`src/rtl/mag_pkg.sv`:
```
// Shared definitions for the successive-approximation magnitude search engine.
//  - CMP_* : 2-bit compare codes produced by the external magnitude comparator
//            for the pair (a = target, b = guess).
//  - state_t : search FSM states.
package mag_pkg;

  localparam logic [1:0] CMP_EQ  = 2'b00;
  localparam logic [1:0] CMP_LT  = 2'b01;
  localparam logic [1:0] CMP_GT  = 2'b10;
  localparam logic [1:0] CMP_BAD = 2'b11;

  typedef enum logic [1:0] {
    S_IDLE,
    S_SEARCH,
    S_DONE
  } state_t;

endpackage

```
`src/rtl/mag_search_sar.sv`:
```
// Binary-search (successive-approximation) engine. It drives the b operand of
// an external magnitude comparator with a guess and narrows a [lo, hi] window
// from the returned compare code until the unknown a operand is matched or
// the window is exhausted.
// Ports:
//  clk    - rising-edge clock
//  rst    - synchronous, active-high reset
//  start  - request a new search (only honoured in IDLE)
//  cmp_f  - comparator code for (a=target, b=guess): 00 eq, 01 a<b, 10 a>b, 11 illegal
//  guess  - current b operand driven to the comparator
//  busy   - high while searching
//  done   - one-cycle pulse when a search ends
//  found  - target matched (valid from done onward)
//  err    - illegal compare code seen (valid from done onward)
//  result - matched value (valid when found)
//  steps  - number of compares consumed by the last search
module mag_search_sar
  import mag_pkg::*;
#(
  parameter  int WIDTH  = 4,
  localparam int STEP_W = $clog2(WIDTH + 2)
) (
  input  logic              clk,
  input  logic              rst,
  input  logic              start,
  input  logic [1:0]        cmp_f,
  output logic [WIDTH-1:0]  guess,
  output logic              busy,
  output logic              done,
  output logic              found,
  output logic              err,
  output logic [WIDTH-1:0]  result,
  output logic [STEP_W-1:0] steps
);

  localparam logic [WIDTH-1:0] GUESS_MAX = '1;
  localparam logic [WIDTH-1:0] GUESS_MID = GUESS_MAX >> 1;
  localparam logic [WIDTH:0]   HI_INIT   = {1'b0, GUESS_MAX};

  state_t              state_q, state_d;
  logic [WIDTH:0]      lo_q, lo_d;
  logic [WIDTH:0]      hi_q, hi_d;
  logic [WIDTH-1:0]    guess_q, guess_d;
  logic [WIDTH-1:0]    result_q, result_d;
  logic [STEP_W-1:0]   steps_q, steps_d;
  logic                found_q, found_d;
  logic                err_q, err_d;
  logic                busy_q, busy_d;
  logic                done_q, done_d;

  // Window arithmetic is one bit wider than the operand so that guess+1 at the
  // top of the range and the lo+hi sum never wrap.
  logic [WIDTH:0] guess_ext;
  logic [WIDTH:0] lo_new, hi_new;
  logic [WIDTH:0] sum_gt, sum_lt;

  always_comb begin
    guess_ext = {1'b0, guess_q};
    lo_new    = guess_ext + 1'b1;
    hi_new    = guess_ext - 1'b1;
    sum_gt    = lo_new + hi_q;
    sum_lt    = lo_q + hi_new;

    state_d  = state_q;
    lo_d     = lo_q;
    hi_d     = hi_q;
    guess_d  = guess_q;
    result_d = result_q;
    steps_d  = steps_q;
    found_d  = found_q;
    err_d    = err_q;

    case (state_q)
      S_IDLE: begin
        if (start) begin
          lo_d    = '0;
          hi_d    = HI_INIT;
          guess_d = GUESS_MID;
          steps_d = '0;
          found_d = 1'b0;
          err_d   = 1'b0;
          state_d = S_SEARCH;
        end
      end

      S_SEARCH: begin
        steps_d = steps_q + 1'b1;
        case (cmp_f)
          CMP_EQ: begin
            result_d = guess_q;
            found_d  = 1'b1;
            state_d  = S_DONE;
          end
          CMP_GT: begin
            // Target is above the guess; give up if nothing is left above it.
            if (guess_q == GUESS_MAX || lo_new > hi_q) begin
              state_d = S_DONE;
            end else begin
              lo_d    = lo_new;
              guess_d = WIDTH'(sum_gt >> 1);
            end
          end
          CMP_LT: begin
            // Target is below the guess; guess==0 would underflow hi.
            if (guess_q == '0 || lo_q > hi_new) begin
              state_d = S_DONE;
            end else begin
              hi_d    = hi_new;
              guess_d = WIDTH'(sum_lt >> 1);
            end
          end
          default: begin
            err_d   = 1'b1;
            found_d = 1'b0;
            state_d = S_DONE;
          end
        endcase
      end

      S_DONE: begin
        state_d = S_IDLE;
      end

      default: begin
        state_d = S_IDLE;
      end
    endcase

    // Status flags are registered copies of the upcoming state.
    busy_d = (state_d == S_SEARCH);
    done_d = (state_d == S_DONE);
  end

  always_ff @(posedge clk) begin
    if (rst) begin
      state_q  <= S_IDLE;
      lo_q     <= '0;
      hi_q     <= HI_INIT;
      guess_q  <= '0;
      result_q <= '0;
      steps_q  <= '0;
      found_q  <= 1'b0;
      err_q    <= 1'b0;
      busy_q   <= 1'b0;
      done_q   <= 1'b0;
    end else begin
      state_q  <= state_d;
      lo_q     <= lo_d;
      hi_q     <= hi_d;
      guess_q  <= guess_d;
      result_q <= result_d;
      steps_q  <= steps_d;
      found_q  <= found_d;
      err_q    <= err_d;
      busy_q   <= busy_d;
      done_q   <= done_d;
    end
  end

  assign guess  = guess_q;
  assign busy   = busy_q;
  assign done   = done_q;
  assign found  = found_q;
  assign err    = err_q;
  assign result = result_q;
  assign steps  = steps_q;

endmodule

```
`config.mk`:
```
export PLATFORM = sky130hd
export DESIGN_NAME = mag_search_sar
export DESIGN_NICKNAME = d
export VERILOG_FILES = /design/src/rtl/mag_pkg.sv /design/src/rtl/mag_search_sar.sv
export SDC_FILE = /design/constraint.sdc
export NUM_CORES = 1
export LEC_CHECK = 0
export ABC_AREA = 1
export CAP_MARGIN = 0
export CORE_ASPECT_RATIO = 1.1
export CORE_MARGIN = 2
export CORE_UTILIZATION = 61
export CTS_BUF_LIST = sky130_fd_sc_hd__clkbuf_16
export DETAILED_ROUTE_END_ITERATION = 8
export GPL_ROUTABILITY_DRIVEN = 0
export PLACE_DENSITY = 0.85
export SYNTH_ARGS = -nofsm -noshare
export SYNTH_HDL_FRONTEND = slang
export SYNTH_SLANG_ARGS = --single-unit
```
`constraint.sdc`:
```
create_clock -name clk -period 3.8 [get_ports clk]
set_clock_uncertainty 0.05 [all_clocks]
set_input_delay 0.76 -clock clk [delete_from_list [all_inputs] [get_ports clk]]
set_output_delay 0.76 -clock clk [all_outputs]
set_load 0.05 [all_outputs]
```
==> results <==
- The mapped cell area is 1950 sq um.
- The highest net fanout along the worst path is 9.
- The combined global-route utilization of all metal layers is 0.269.
- The total power is 0.945 mW.
- Measured against its own limit, the worst slew margin works out to 0.633.
- The worst hold path passes through 2 cells.
- The detailed-route wire length per cell is 13.7 microns.
- The clock transition at the register clock pins on the worst setup and hold paths after CTS is 0.07 ns.
- At the worst endpoint, the required time is 3.88 ns.
- The global-route wire length before repair is 7710 microns.
- The number of antenna-violating nets in the routed design is 0.
- For the pin with the worst max-slew slack, the measured transition is 0.549 ns.
- Counting the buffers created by CTS gives 3.
- The count of instances resized after the clock tree is built is 0.
- In this run the power spent charging and discharging nets is 0.368 mW.
- CTS placed an instance of sky130_fd_sc_hd__clkbuf_16 at the clock tree root.
- The total half-perimeter wirelength after legalization and detailed placement is 3470 microns.
- Detailed routing inserted a total of 1823 vias.
- The final count of hold timing violations was 0.
- After detailed routing, the number of remaining DRC violations is 0.
- The average instance area after synthesis is 7.05 sq um.
- The net count of the finished layout is 330.
- Summed over all cells, the static leakage comes to 1.11 nW.
- The number of distinct library cell variants in the gate-level netlist after synthesis is 28.
- The launching point of the worst reg2reg path is guess[0].
- The peak supply drop is 0.305 mV.
- The die boundary width is 57.8 microns.
- Counting flops with an async set or reset pin after synthesis yields a share of 0.
- The maximum buffer depth of the clock tree is 2.
- During synthesis, Yosys emitted a total of 0 warnings.
- The clock drives 27 sinks.
- The endpoint of the worst register-to-register path is hi_q[0].
- Of the total power, registers draw 0.341.
- The time the worst path needs with I/O delays and setup is 2.70 ns.
- Yosys mapped a number of flops with a built-in enable equal to 0.
- The routed design has 4510 microns of wire.
- After detailed placement, the total cell area comes to 2160 sq um.
- The via density per instance is 5.54.
- Dividing total power by cell area gives a power density of 421 nW/um^2.
- The floorplan step defined a core boundary enclosing 3050 sq um.
- The total number of H-tree levels is 1.
- The startpoint-to-endpoint class of the critical path is flip-flop to flip-flop.
- The number of antenna violations at the first check in global routing is 0.
- For the final routed database, the setup TNS stands at 0 ns.
- The effective utilization at floorplan is 0.638.
- The synthesized net count is 310.
- The proportion of power drawn by combinational gates is 0.396.
- The critical path launch point type is a flip-flop.
- The synthesis-stage register bit count is 27.
- Of the total power, the share spent switching nets is 0.390.
- The final count of pins violating max slew is 0.
- The maximum operating frequency is 0.371 GHz.
- The clock tree from TritonCTS is yes.
- The die covers 3660 sq um.
- The worst hold path terminates at lo_q[4].
- The clock latency reported for the late side of the worst-skew pair is 0.27 ns.
- Global routing finished with a remaining overflow of 0.
- The repair_antennas step left the layout with diodes totalling 0.
- The count of final setup violators is 0.
- STA classifies the critical path endpoint as a flip-flop.
- Dividing the final minimum period by the clock period gives 0.710.
- The instance count of the mapped netlist is 276.
- For this run, the leading register cell type out of synthesis is sky130_fd_sc_hd__dfxtp_1.
- For this run, the detailed router's first-pass iteration total came to 4.
- The via count of the first global-routing pass is 1709.
- The path type of the worst min-delay path is flip-flop to flip-flop.
- The run finished with clean final reports.
- The detailed router finished its first iteration with 98 violations.
- The worst-case register-to-register setup slack is 1.10 ns.
- In the final layout, the share of cells above drive strength 1 is 0.0644.
- Input and output buffers added on the ports amount to 19.
- In this run the count of I/O pins placed on the die edge is 20.
- The finished cells cover 2240 sq um.
- In this run the vertical extent of the chip is 63.2 microns.
- The layout overhead on the synthesized area is 15.4%.
- The arrival time of the worst setup path is 2.78 ns.
- After floorplanning, the core was divided into 21 placement rows.
- Setup repair after global routing left no endpoint under its margin.
- The start point of the worst min-delay path is lo_q[4].
- The share of the Yosys chip area taken by registers is 0.278.
- Of the total power, the clock network draws 0.263.
- Entering global routing, the biggest net connects 24 pins.
- The tool flagged a number of max-cap violations equal to 0.
- The fill cell total of the finished layout is 238.
- In this run the post-CTS setup repair buffer count came out at 0.
- In this run, post-CTS hold repair placed 0 buffers.
- The internal cell power is 0.577 mW.
- The depth of the most critical reg-to-reg path is 15.
-- power by group through the flow --
stage	clock [mW]	sequential [mW]	combinational (mW)
2_1_floorplan	0	0.357	0.243
3_3_place_gp	0	0.328	0.363
3_5_place_dp	0	0.328	0.367
4_1_cts	0.251	0.322	0.371
5_1_grt	0.261	0.325	0.416
6_report	0.248	0.322	0.374
-- metal layers --
layer / up-vias / track usage / share of wire
li1: 934 / - / -
met1: 828 / 0.345 / 0.46
met2: 50 / 0.447 / 0.47
met3: 11 / 0.0308 / 0.043
met4: 0 / 0.119 / 0.029
met5: - / 0 / 0
-- critical path, stage by stage (launching register included) --
cell,delay [ns]
sky130_fd_sc_hd__dfxtp_1,0.47
sky130_fd_sc_hd__inv_2,0.14
sky130_fd_sc_hd__ha_1,0.23
sky130_fd_sc_hd__or2_2,0.29
sky130_fd_sc_hd__nand2_1,0.10
sky130_fd_sc_hd__ha_1,0.31
sky130_fd_sc_hd__nor2_1,0.17
sky130_fd_sc_hd__nand2_1,0.07
sky130_fd_sc_hd__nor2_1,0.09
sky130_fd_sc_hd__nor2_1,0.05
sky130_fd_sc_hd__nand2_1,0.06
sky130_fd_sc_hd__nand2_2,0.07
sky130_fd_sc_hd__nand3_1,0.11
sky130_fd_sc_hd__nand2_1,0.13
sky130_fd_sc_hd__o211ai_1,0.12
sky130_fd_sc_hd__nand3_1,0.10
-- cell usage after synthesis (4+ instances only) --
library cell               instances  area, sq um
sky130_fd_sc_hd__nand2_1          61          229
sky130_fd_sc_hd__inv_1            36          135
sky130_fd_sc_hd__nand3_1          33          165
sky130_fd_sc_hd__dfxtp_1          27          541
sky130_fd_sc_hd__ha_1             27          338
sky130_fd_sc_hd__a21oi_1          23          115
sky130_fd_sc_hd__nor2_1           22         82.6
sky130_fd_sc_hd__inv_2             6         22.5
sky130_fd_sc_hd__nand3b_1          5         37.5
sky130_fd_sc_hd__o211ai_1          5         37.5
sky130_fd_sc_hd__buf_2             4         20.0
sky130_fd_sc_hd__nand4_1           4         25.0
sky130_fd_sc_hd__o21ai_0           4         20.0
-- metrics by stage --
step / cells / hold slack (ns) / util / setup WS (ns)
finish: 329 / 0.405 / 0.736 / 1.10
global route: 329 / 0.408 / 0.736 / 0.878
CTS: 329 / 0.404 / 0.736 / 1.14
detailed placement: 325 / 0.394 / 0.709 / 1.18
global placement: 325 / 0.392 / 0.709 / 1.28
floorplan: 276 / 0.378 / - / 1.05
-- cells by family after synthesis --
| group | Yosys count | share of synthesized area |
|---|---|---|
| buffers and inverters | 48 | 0.0952 |
| XOR/XNOR | 4 | 0.0180 |
| adder cells (fa/ha/maj) | 29 | 0.194 |
| AND/OR/NAND/NOR | 133 | 0.314 |
| AO/OA/AOI/OAI | 35 | 0.101 |
| flip-flops | 27 | 0.278 |
-- cell type report --
cell class	instances	area (sq um)	area share
Timing Repair Buffer	20	198	0.0881
Tap cell	34	42.5	0.0190
Clock buffer	3	75.1	0.0334
Inverter	43	161	0.0719
Clock inverter	1	7.51	0.00334
Sequential cell	27	541	0.241
Multi-Input combinational cell	201	1220	0.543
-- state kept, by name, indices dropped and copies added (netlist names) --
register  flops
steps         3
lo_q          5
err           1
guess         4
hi_q          5
result        4
state_q       2
done          1
busy          1
found         1
-- worst max-delay path by stage --
stage | start | end | slack, ns | cells past startpoint
finish | guess[0] | hi_q[0] | 1.10 | 15
global placement | guess[0] | state_q[0] | 1.28 | 17
detailed placement | guess[0] | hi_q[0] | 1.18 | 15
CTS | guess[0] | hi_q[0] | 1.14 | 15
global route | guess[0] | hi_q[3] | 0.88 | 15
floorplan | guess[0] | hi_q[0] | 1.05 | 15
-- cell usage in the layout, fill, tap and decap left out, drive strengths merged, types with 5 or more instances in the layout --
cell type / n
o21ai: 5
nand4: 5
o211ai: 5
nand3b: 5
nor2: 23
nand2: 64
a21oi: 23
clkdlybuf4s50: 19
nand3: 34
dfxtp: 27
inv: 42
ha: 27
(Power assumes the default switching activity.)
